`config.mk`:
```
export PLATFORM = sky130hd
export DESIGN_NAME = display_scan_ctrl_flat
export DESIGN_NICKNAME = d
export VERILOG_FILES = /design/src/rtl/display_scan_ctrl_if.sv /design/src/rtl/display_scan_ctrl.sv /design/src/flat_wrapper.sv
export SDC_FILE = /design/constraint.sdc
export NUM_CORES = 1
export LEC_CHECK = 0
export ABC_AREA = 1
export ABC_CLOCK_PERIOD_IN_PS = 1700
export CORE_MARGIN = 1.5
export CORE_UTILIZATION = 51
export DETAILED_ROUTE_END_ITERATION = 7
export HOLD_SLACK_MARGIN = 0.08
export PLACE_DENSITY = 0.75
export SYNTH_ARGS = -nofsm -noshare
export SYNTH_HDL_FRONTEND = slang
export SYNTH_SLANG_ARGS = --single-unit
export TNS_END_PERCENT = 100
```
`constraint.sdc`:
```
create_clock -name clk -period 1.7 [get_ports clk]
set_input_delay 0.34 -clock clk [delete_from_list [all_inputs] [get_ports clk]]
set_output_delay 0.34 -clock clk [all_outputs]
set_load 0.02 [all_outputs]
```
`src/rtl/display_scan_ctrl_if.sv`:
```
// Digit write channel for the display scan controller.
// Transfer happens on wr_valid & wr_ready at a clock edge.
interface display_scan_ctrl_if;
  logic       wr_valid;
  logic       wr_ready;
  logic [1:0] wr_addr;
  logic [4:0] wr_code;
  logic       wr_par;

  modport master (
    output wr_valid, wr_addr, wr_code, wr_par,
    input  wr_ready
  );

  modport slave (
    input  wr_valid, wr_addr, wr_code, wr_par,
    output wr_ready
  );
endinterface

```
`src/rtl/display_scan_ctrl.sv`:
```
// Four-digit multiplexed display scanner with shadow/active banks.
// Feeds a shared 7-seg decoder, tracks sticky per-digit parity errors.
module display_scan_ctrl #(
  parameter int SCAN_DIV  = 4,
  parameter int BLANK_CYC = 2
) (
  input  logic               clk,
  input  logic               rst_n,
  input  logic               en,
  input  logic               err_clr,
  display_scan_ctrl_if.slave wr,
  output logic [4:0]         dec_code,
  output logic               dec_par,
  output logic [3:0]         dig_sel,
  output logic [3:0]         err_flag,
  output logic               frame_done
);

  localparam int CMAX =
    (SCAN_DIV > BLANK_CYC) ? SCAN_DIV : BLANK_CYC;
  localparam int CW =
    (CMAX > 1) ? $clog2(CMAX) : 1;
  localparam logic [CW-1:0] SHOW_LAST =
    CW'(SCAN_DIV - 1);
  localparam logic [CW-1:0] BLANK_LAST =
    CW'(BLANK_CYC - 1);
  localparam logic [5:0] BLANK_ENT = 6'b110000;

  typedef enum logic [1:0] {
    IDLE, COPY, SHOW, BLANK
  } state_t;

  state_t        state, state_d;
  logic [1:0]    idx, idx_d;
  logic [CW-1:0] cnt, cnt_d;

  logic [5:0] shadow [4];
  logic [5:0] active [4];
  logic [5:0] act_sel;
  logic [5:0] ent_d;
  logic [3:0] sel_d;
  logic [3:0] err_d;
  logic       fd_d;
  logic       rdy_d;
  logic       wr_fire;
  logic       wr_bad;

  assign wr_fire = wr.wr_valid & wr.wr_ready;
  assign wr_bad  = ^{wr.wr_code, wr.wr_par};

  // State, digit index and dwell counter.
  always_ff @(posedge clk or negedge rst_n) begin
    if (!rst_n) begin
      state <= IDLE;
      idx   <= 2'd0;
      cnt   <= '0;
    end else begin
      state <= state_d;
      idx   <= idx_d;
      cnt   <= cnt_d;
    end
  end

  // Scan sequencing; en low always wins.
  always_comb begin
    state_d = state;
    idx_d   = idx;
    cnt_d   = cnt;
    if (!en) begin
      state_d = IDLE;
      idx_d   = 2'd0;
      cnt_d   = '0;
    end else begin
      unique case (state)
        IDLE: state_d = COPY;
        COPY: begin
          state_d = SHOW;
          idx_d   = 2'd0;
          cnt_d   = '0;
        end
        SHOW: begin
          if (cnt == SHOW_LAST) begin
            state_d = BLANK;
            cnt_d   = '0;
          end else begin
            cnt_d = cnt + 1'b1;
          end
        end
        BLANK: begin
          if (cnt == BLANK_LAST) begin
            cnt_d = '0;
            if (idx == 2'd3) begin
              state_d = COPY;
              idx_d   = 2'd0;
            end else begin
              state_d = SHOW;
              idx_d   = idx + 2'd1;
            end
          end else begin
            cnt_d = cnt + 1'b1;
          end
        end
        default: state_d = IDLE;
      endcase
    end
  end

  // Next output values, aligned with the state being entered.
  always_comb begin
    act_sel = (state == COPY) ? shadow[idx_d]
                              : active[idx_d];
    sel_d   = 4'b0000;
    ent_d   = BLANK_ENT;
    if (state_d == SHOW) begin
      sel_d = 4'b0001 << idx_d;
      ent_d = act_sel;
    end
    fd_d  = (state == BLANK) && (state_d == COPY);
    rdy_d = (state_d != COPY);
  end

  // Sticky parity flags; a new error beats a clear.
  always_comb begin
    err_d = err_clr ? 4'b0000 : err_flag;
    if (wr_fire && wr_bad) begin
      err_d[wr.wr_addr] = 1'b1;
    end
  end

  // Shadow takes writes, active reloads once per COPY.
  always_ff @(posedge clk or negedge rst_n) begin
    if (!rst_n) begin
      for (int i = 0; i < 4; i++) begin
        shadow[i] <= BLANK_ENT;
        active[i] <= BLANK_ENT;
      end
    end else begin
      if (state == COPY) begin
        for (int i = 0; i < 4; i++) begin
          active[i] <= shadow[i];
        end
      end
      if (wr_fire) begin
        shadow[wr.wr_addr] <= {wr.wr_code, wr.wr_par};
      end
    end
  end

  // Registered outputs.
  always_ff @(posedge clk or negedge rst_n) begin
    if (!rst_n) begin
      dig_sel     <= 4'b0000;
      dec_code    <= BLANK_ENT[5:1];
      dec_par     <= BLANK_ENT[0];
      frame_done  <= 1'b0;
      wr.wr_ready <= 1'b1;
      err_flag    <= 4'b0000;
    end else begin
      dig_sel     <= sel_d;
      dec_code    <= ent_d[5:1];
      dec_par     <= ent_d[0];
      frame_done  <= fd_d;
      wr.wr_ready <= rdy_d;
      err_flag    <= err_d;
    end
  end

endmodule

```
`src/flat_wrapper.sv`:
```
// flat-port wrapper written by rule: the top's interface ports become plain ports
module display_scan_ctrl_flat 
#(
  parameter int SCAN_DIV  = 4,
  parameter int BLANK_CYC = 2
)
  (clk, rst_n, en, err_clr, dec_code, dec_par, dig_sel, err_flag, frame_done, wr_wr_valid, wr_wr_addr, wr_wr_code, wr_wr_par, wr_wr_ready);
  display_scan_ctrl_if wr_i ();
  input  logic clk;
  input  logic rst_n;
  input  logic en;
  input  logic err_clr;
  output logic [4:0] dec_code;
  output logic dec_par;
  output logic [3:0] dig_sel;
  output logic [3:0] err_flag;
  output logic frame_done;
  input wire logic [$bits(wr_i.wr_valid)-1:0] wr_wr_valid;
  input wire logic [$bits(wr_i.wr_addr)-1:0] wr_wr_addr;
  input wire logic [$bits(wr_i.wr_code)-1:0] wr_wr_code;
  input wire logic [$bits(wr_i.wr_par)-1:0] wr_wr_par;
  output wire logic [$bits(wr_i.wr_ready)-1:0] wr_wr_ready;
  assign wr_i.wr_valid = wr_wr_valid;
  assign wr_i.wr_addr = wr_wr_addr;
  assign wr_i.wr_code = wr_wr_code;
  assign wr_i.wr_par = wr_wr_par;
  assign wr_wr_ready = wr_i.wr_ready;
  display_scan_ctrl #(.SCAN_DIV(SCAN_DIV), .BLANK_CYC(BLANK_CYC)) u_core (.clk(clk), .rst_n(rst_n), .en(en), .err_clr(err_clr), .wr(wr_i), .dec_code(dec_code), .dec_par(dec_par), .dig_sel(dig_sel), .err_flag(err_flag), .frame_done(frame_done));
endmodule
```
==> summary.md <==
| Metric | Value |
|---|---|
| Most common library cell in the layout ignoring fill and taps | nand2_1 |
| Die Area | between 6000 and 7000 µm² |
| Finished Cell Area | around 4000 µm² |
| Post-DR wirelength/cell | ~14 µm |
| Placed Cells | between 400 and 500 |
| Syn nets | around 380 |
| Share of Yosys cell area claimed by the top area cell type | 0.403 |
| Seq/Total Area, Yosys | 0.561 |
| Top cells by area, synth | dfrtp_1 (40%), nand2_1 (17%), dfstp_2 (16%) |
| Post-Synthesis Cells | roughly 360 |
| CTS tree | built |
| DRT Wirelength | between 6000 and 7000 µm |
| Core Area | 5960 µm² |
| Crit-path cells | buf_4 -> inv_4 -> ha_4 -> inv_2 -> nand3b_1 -> nand3_2 -> nor2_4 -> o211ai_1 -> nor2_1 |
| Crit Path Class | flop to flop |
| Initial detailed-routing violation count | around 150 |
| Kind of start point of the critical path | flop |
| # port buffers | 28 |
| Rows | 28 |
| PD cells | 1210 nW/µm² |
| Clk_skew | slightly above 8 ps |
| Cell taking the most area after synthesis | dfrtp_1 |
| Syn-to-layout area delta | 27.7% |
| Slowest cell on crit path | dfrtp_2 |
| Nets | 440 |
| Clk Latency, worst-skew pair | around 340 ps |
| CP Max Fanout | 6 |
| Max_cap viols | 0 |
| Layout cells sized above 1 | 0.238 |
| Synth Warn # | 0 |
| Synthesized cell area | ~3200 µm² |
| Post-synthesis cell type count | 30 |
| Max transition margin | 0.757 |
| Non-Filler Instances | ~500 |
| Final min period | between 1500 and 2000 ps |
| Gp weighted congestion | between 0.8 and 0.9 |
| RSZ-0062 raised after global routing | yes |
| Clock Tree Buf Depth | 2 |
| Number of clock sinks | 70 |
| Final period utilization | 0.973 |
| Via density | around 5.0 |
| Commonest cells after routing, fill and taps aside | nand2_1 (137), dfrtp_1 (48), inv_1 (30), o21ai_0 (30) |
| Fin. Hold Viols | 0 |
| Setup crit end kind | flop |
| Multi-input logic area | around 1300 µm² |
| Average size of a mapped cell | just under 9 µm² |
| Slew Limit Fails | 0 |
| Post-DRT Antenna Nets | 0 |
| Hold WS | 462 ps |
| Critical path arrival | 1920 ps |
| I/O pin count | 29 |
| Static leakage | 1.97 nW |
| # fillers | 456 |
| Flip-flop and latch area | between 1500 and 2000 µm² |
| CTS Buf Count | 9 |
| Flops & latches, synth | 70 |
| CTS clock-pin slew for the worst setup and hold paths | approximately 70 ps |
| Die width | ~82 µm |
| Vias | 2,487 |
| Peak supply drop | approximately 0.73 mV |
| TritonRoute pass-1 iters | 4 |
| Dpl cell area | around 3700 µm² |
| Largest stage delay on the critical path | approximately 450 ps |
| Die Y | 81.8 µm |
| Largest net degree at the start of global routing | slightly above 70 |
| Vias in the first global route | 2,405 |
| Final core area utilization | 0.679 |
| GRT Residual Overflow | 0 |
| Final Setup Violations | 0 |
| Fmax | just over 600 MHz |
| Antenna diodes | 0 |
| # H-tree levels | 3 |
| Status | finished, final reports clean |
| Initial antenna violation count | 0 |
| WP data required | between 1500 and 2000 ps |
| Hold crit path type | flop to flop |
| Worst slew pin tran | about 360 ps |
| DRC viols | 0 |
| Overall fraction of global-route tracks in use | 0.233 |
| Post-DP HPWL | 4610 µm |
| CTS Root Buffer Type | clkbuf_8 |
| First-pass GRT wire length | 11,500 µm |
| Initial core utilization | 0.531 |
-- metal layers --
metal,track usage,vias up,share of wire
met5,0,-,0
met4,0.0763,0,0.0039
met3,0.0556,4,0.044
met2,0.360,58,0.49
met1,0.324,1178,0.46
li1,-,1247,-
-- cells by family (layout without fill, tap and decap cells) --
family                     after synthesis  after routing  share of synthesized area
AOI/OAI and AO/OA                       47             47                     0.0815
DFF                                     70             70                      0.561
xor gates and xnor gates                 5              5                     0.0138
adders and majority gates                8              8                     0.0316
and+or+nand+nor                        180            180                      0.244
buffers and inverters                   51            114                     0.0680
-- area by class of cell --
type                    count  area share
well taps                  75      0.0232
repair inverters            1     0.00186
clock inverters             4      0.0118
inverters                  41      0.0402
flip-flops and latches     70       0.440
repair buffers             56       0.134
multi-input cells         240       0.315
clock buffers              12      0.0334
-- worst max-delay path, delay by kind of cell (launching register included) --
family | cells | cell delay (ps)
flip-flops | 1 | 450
adder cells (fa/ha/maj) | 1 | 140
AND/OR/NAND/NOR | 4 | 580
buffers and inverters | 3 | 290
AO/OA/AOI/OAI | 1 | 130
-- sequential cells by signal (all words and copies together) (netlist names) --
| register | cells |
|---|---|
| u_core.wr.wr_ready | 1 |
| u_core.cnt | 2 |
| u_core.idx | 2 |
| u_core.err_flag | 4 |
| u_core.active | 24 |
| u_core.frame_done | 1 |
| u_core.shadow | 24 |
| u_core.state | 2 |
| u_core.dec_code | 5 |
| u_core.dig_sel | 4 |
| u_core.dec_par | 1 |
-- final timing paths --
kind | startpoint | endpoint | slack, ps | cells after the start
min in group asynchronous | rst_n | u_core.active[20] | 530 | 3
worst min-delay path | u_core.active[11] | u_core.active[11] | 460 | 2
worst max register to register | u_core.state[0] | u_core.dec_code[2] | 50 | 9
worst max-delay path | u_core.state[0] | u_core.dec_code[2] | 50 | 9
max in group asynchronous | rst_n | u_core.shadow[10] | 820 | 3
worst min register to register | u_core.active[11] | u_core.active[11] | 460 | 2
-- cell usage after synthesis (all sizes together) --
library cell and number:
a21oi 2, buf 4, clkbuf 6, dfrtp 51, dfstp 19, ha 8
inv 41, nand2 145, nand3 15, nand3b 2, nand4 1, nor2 16
nor3 1, o211ai 4, o21ai 34, o22ai 7, xnor2 2, xor2 3
-- per-stage QoR --
stage	setup WS, ps	total power [mW]	setup TNS [ps]
detailed placement	-32.9	3.52	-101
finish	46.0	4.90	0
global placement	9.18	3.47	0
global route	-68.6	5.23	-170
CTS	8.24	4.81	0
floorplan	136	3.11	0
-- repair_timing --
action	in CTS	in global routing
gates cloned	1	0
resized for setup	10	33
buffers inserted	0	4
endpoints found under the setup margin	10	12
hold buffers	1	0
pin swaps	1	16
endpoints found under the hold margin	51	0
-- power breakdown --
group          internal, mW  total, mW  leakage, nW  switching, mW
clock network         0.675       1.27       0.0904          0.591
logic                 0.492       1.20         1.02          0.712
registers              2.20       2.43        0.861          0.225
Power figures use the tool's default switching activity.
==> edit (same flow settings) <==
Re-encode `state_t` (4 states) as one-hot, 4 bits wide.
--- a/src/rtl/display_scan_ctrl.sv
+++ b/src/rtl/display_scan_ctrl.sv
@@ -27,6 +27,6 @@
   localparam logic [5:0] BLANK_ENT = 6'b110000;
 
-  typedef enum logic [1:0] {
-    IDLE, COPY, SHOW, BLANK
+  typedef enum logic [3:0] {
+    IDLE = 4'b0001, COPY = 4'b0010, SHOW = 4'b0100, BLANK = 4'b1000
   } state_t;
 
Behaviour: no difference found for any inputs over 4 cycles, from zero or initial values and one cycle with rst_n low; so few cycles prove little.
==> edit against the unedited design <==
  * First-iteration DRC count rose by 26%
  * Utilization fell by 2.2 points
  * Design area rose by 3.7%
  * Sequential cell count rose by 2
  * Non-clock buffer count did not move
  * Total power fell by 1.8%
  * Clock skew fell by 0.0025 ns
  * Routed wire length rose by 4.7%
  * Register-to-register slack improved by 0.02 ns
  * Via count rose by 10%
  * Synthesized area rose by 7.0%
  * Critical path depth fell by 8
  * Setup slack improved by 0.016 ns
  * Critical path type is now reg2out
  * Critical endpoint is now err_flag[3]
  * Highest routed layer unchanged
==> edit: results <==
placed_design:
  post-place-ws_ns: -0.0483
  dp.cells: 506
  gp_congestion: 0.810
  hpwl_um: 4810
  placed_cell_area_mm2: 0.00386
logic_synthesis:
  synth_area_leaders: "dfrtp_1 (38%), dfstp_2 (16%), nand2_1 (14%)"
  synth_adder_area_share_pct: 1.85
  avgSynthCellArea_um2: 8.62
drt:
  num_vias: 2744
  wirelength_um: 7180
  route.met3.wl_um: 302
global_route:
  grt_use_met2_pct: 34.3
  grt_max_degree: 73
  grtUsageTotal_pct: 21.7
  use_met3_pct: 3.74
cts:
  cts_setup_buffers: 1
  clock_sinks: 72
  ctsResizeCount: 4
power:
  power.leakage_nw: 2.01
  total_power_mw: 4.81
  internal-power_mw: 3.34
  power_frac_comb_pct: 22.0
timing:
  fin_skew_ns: 0.00570
  tightest_slew_ns: 0.391
run_status:
  outcome: "finished clean"
setup_path:
  cpLargestDelayFamily: "buffers and inverters"
  critPathMaxFanout: 2
  max_stage_delay_ns: 0.61
final_layout:
  clock_buffers: 14
  clk_share_pct: 4.45
  layout.nonclk_buf_share_pct: 12.5
  inv_count: 51
  final_area_mm2: 0.00419
-- edit: worst paths after layout --
kind,from,endpoint,slack [ns],cells after the start
max in group asynchronous,rst_n,u_core.dec_code[4]$_DFF_PN1_,0.80,3
setup / recovery,u_core.err_flag[3]$_DFF_PN0_,err_flag[3],0.06,1
hold reg to reg,u_core.shadow[10]$_DFFE_PN1P_,u_core.active[10]$_DFFE_PN1N_,0.46,2
hold / removal,u_core.shadow[10]$_DFFE_PN1P_,u_core.active[10]$_DFFE_PN1N_,0.46,2
min in group asynchronous,rst_n,u_core.shadow[0]$_DFFE_PN0P_,0.56,3
setup reg to reg,u_core.cnt[1]$_DFFE_PN0P_,u_core.dec_code[3]$_DFF_PN1_,0.07,10
-- edit: worst register-to-register path, stage by stage, from the launching register on --
cell and delay, ns:
dfrtp_1 0.40, inv_2 0.08, ha_4 0.13, inv_2 0.06, nor2_4 0.12, nand3_2 0.12, buf_4 0.16, nand3_2 0.15
nand3_4 0.12, a21oi_1 0.15, nand2_1 0.07
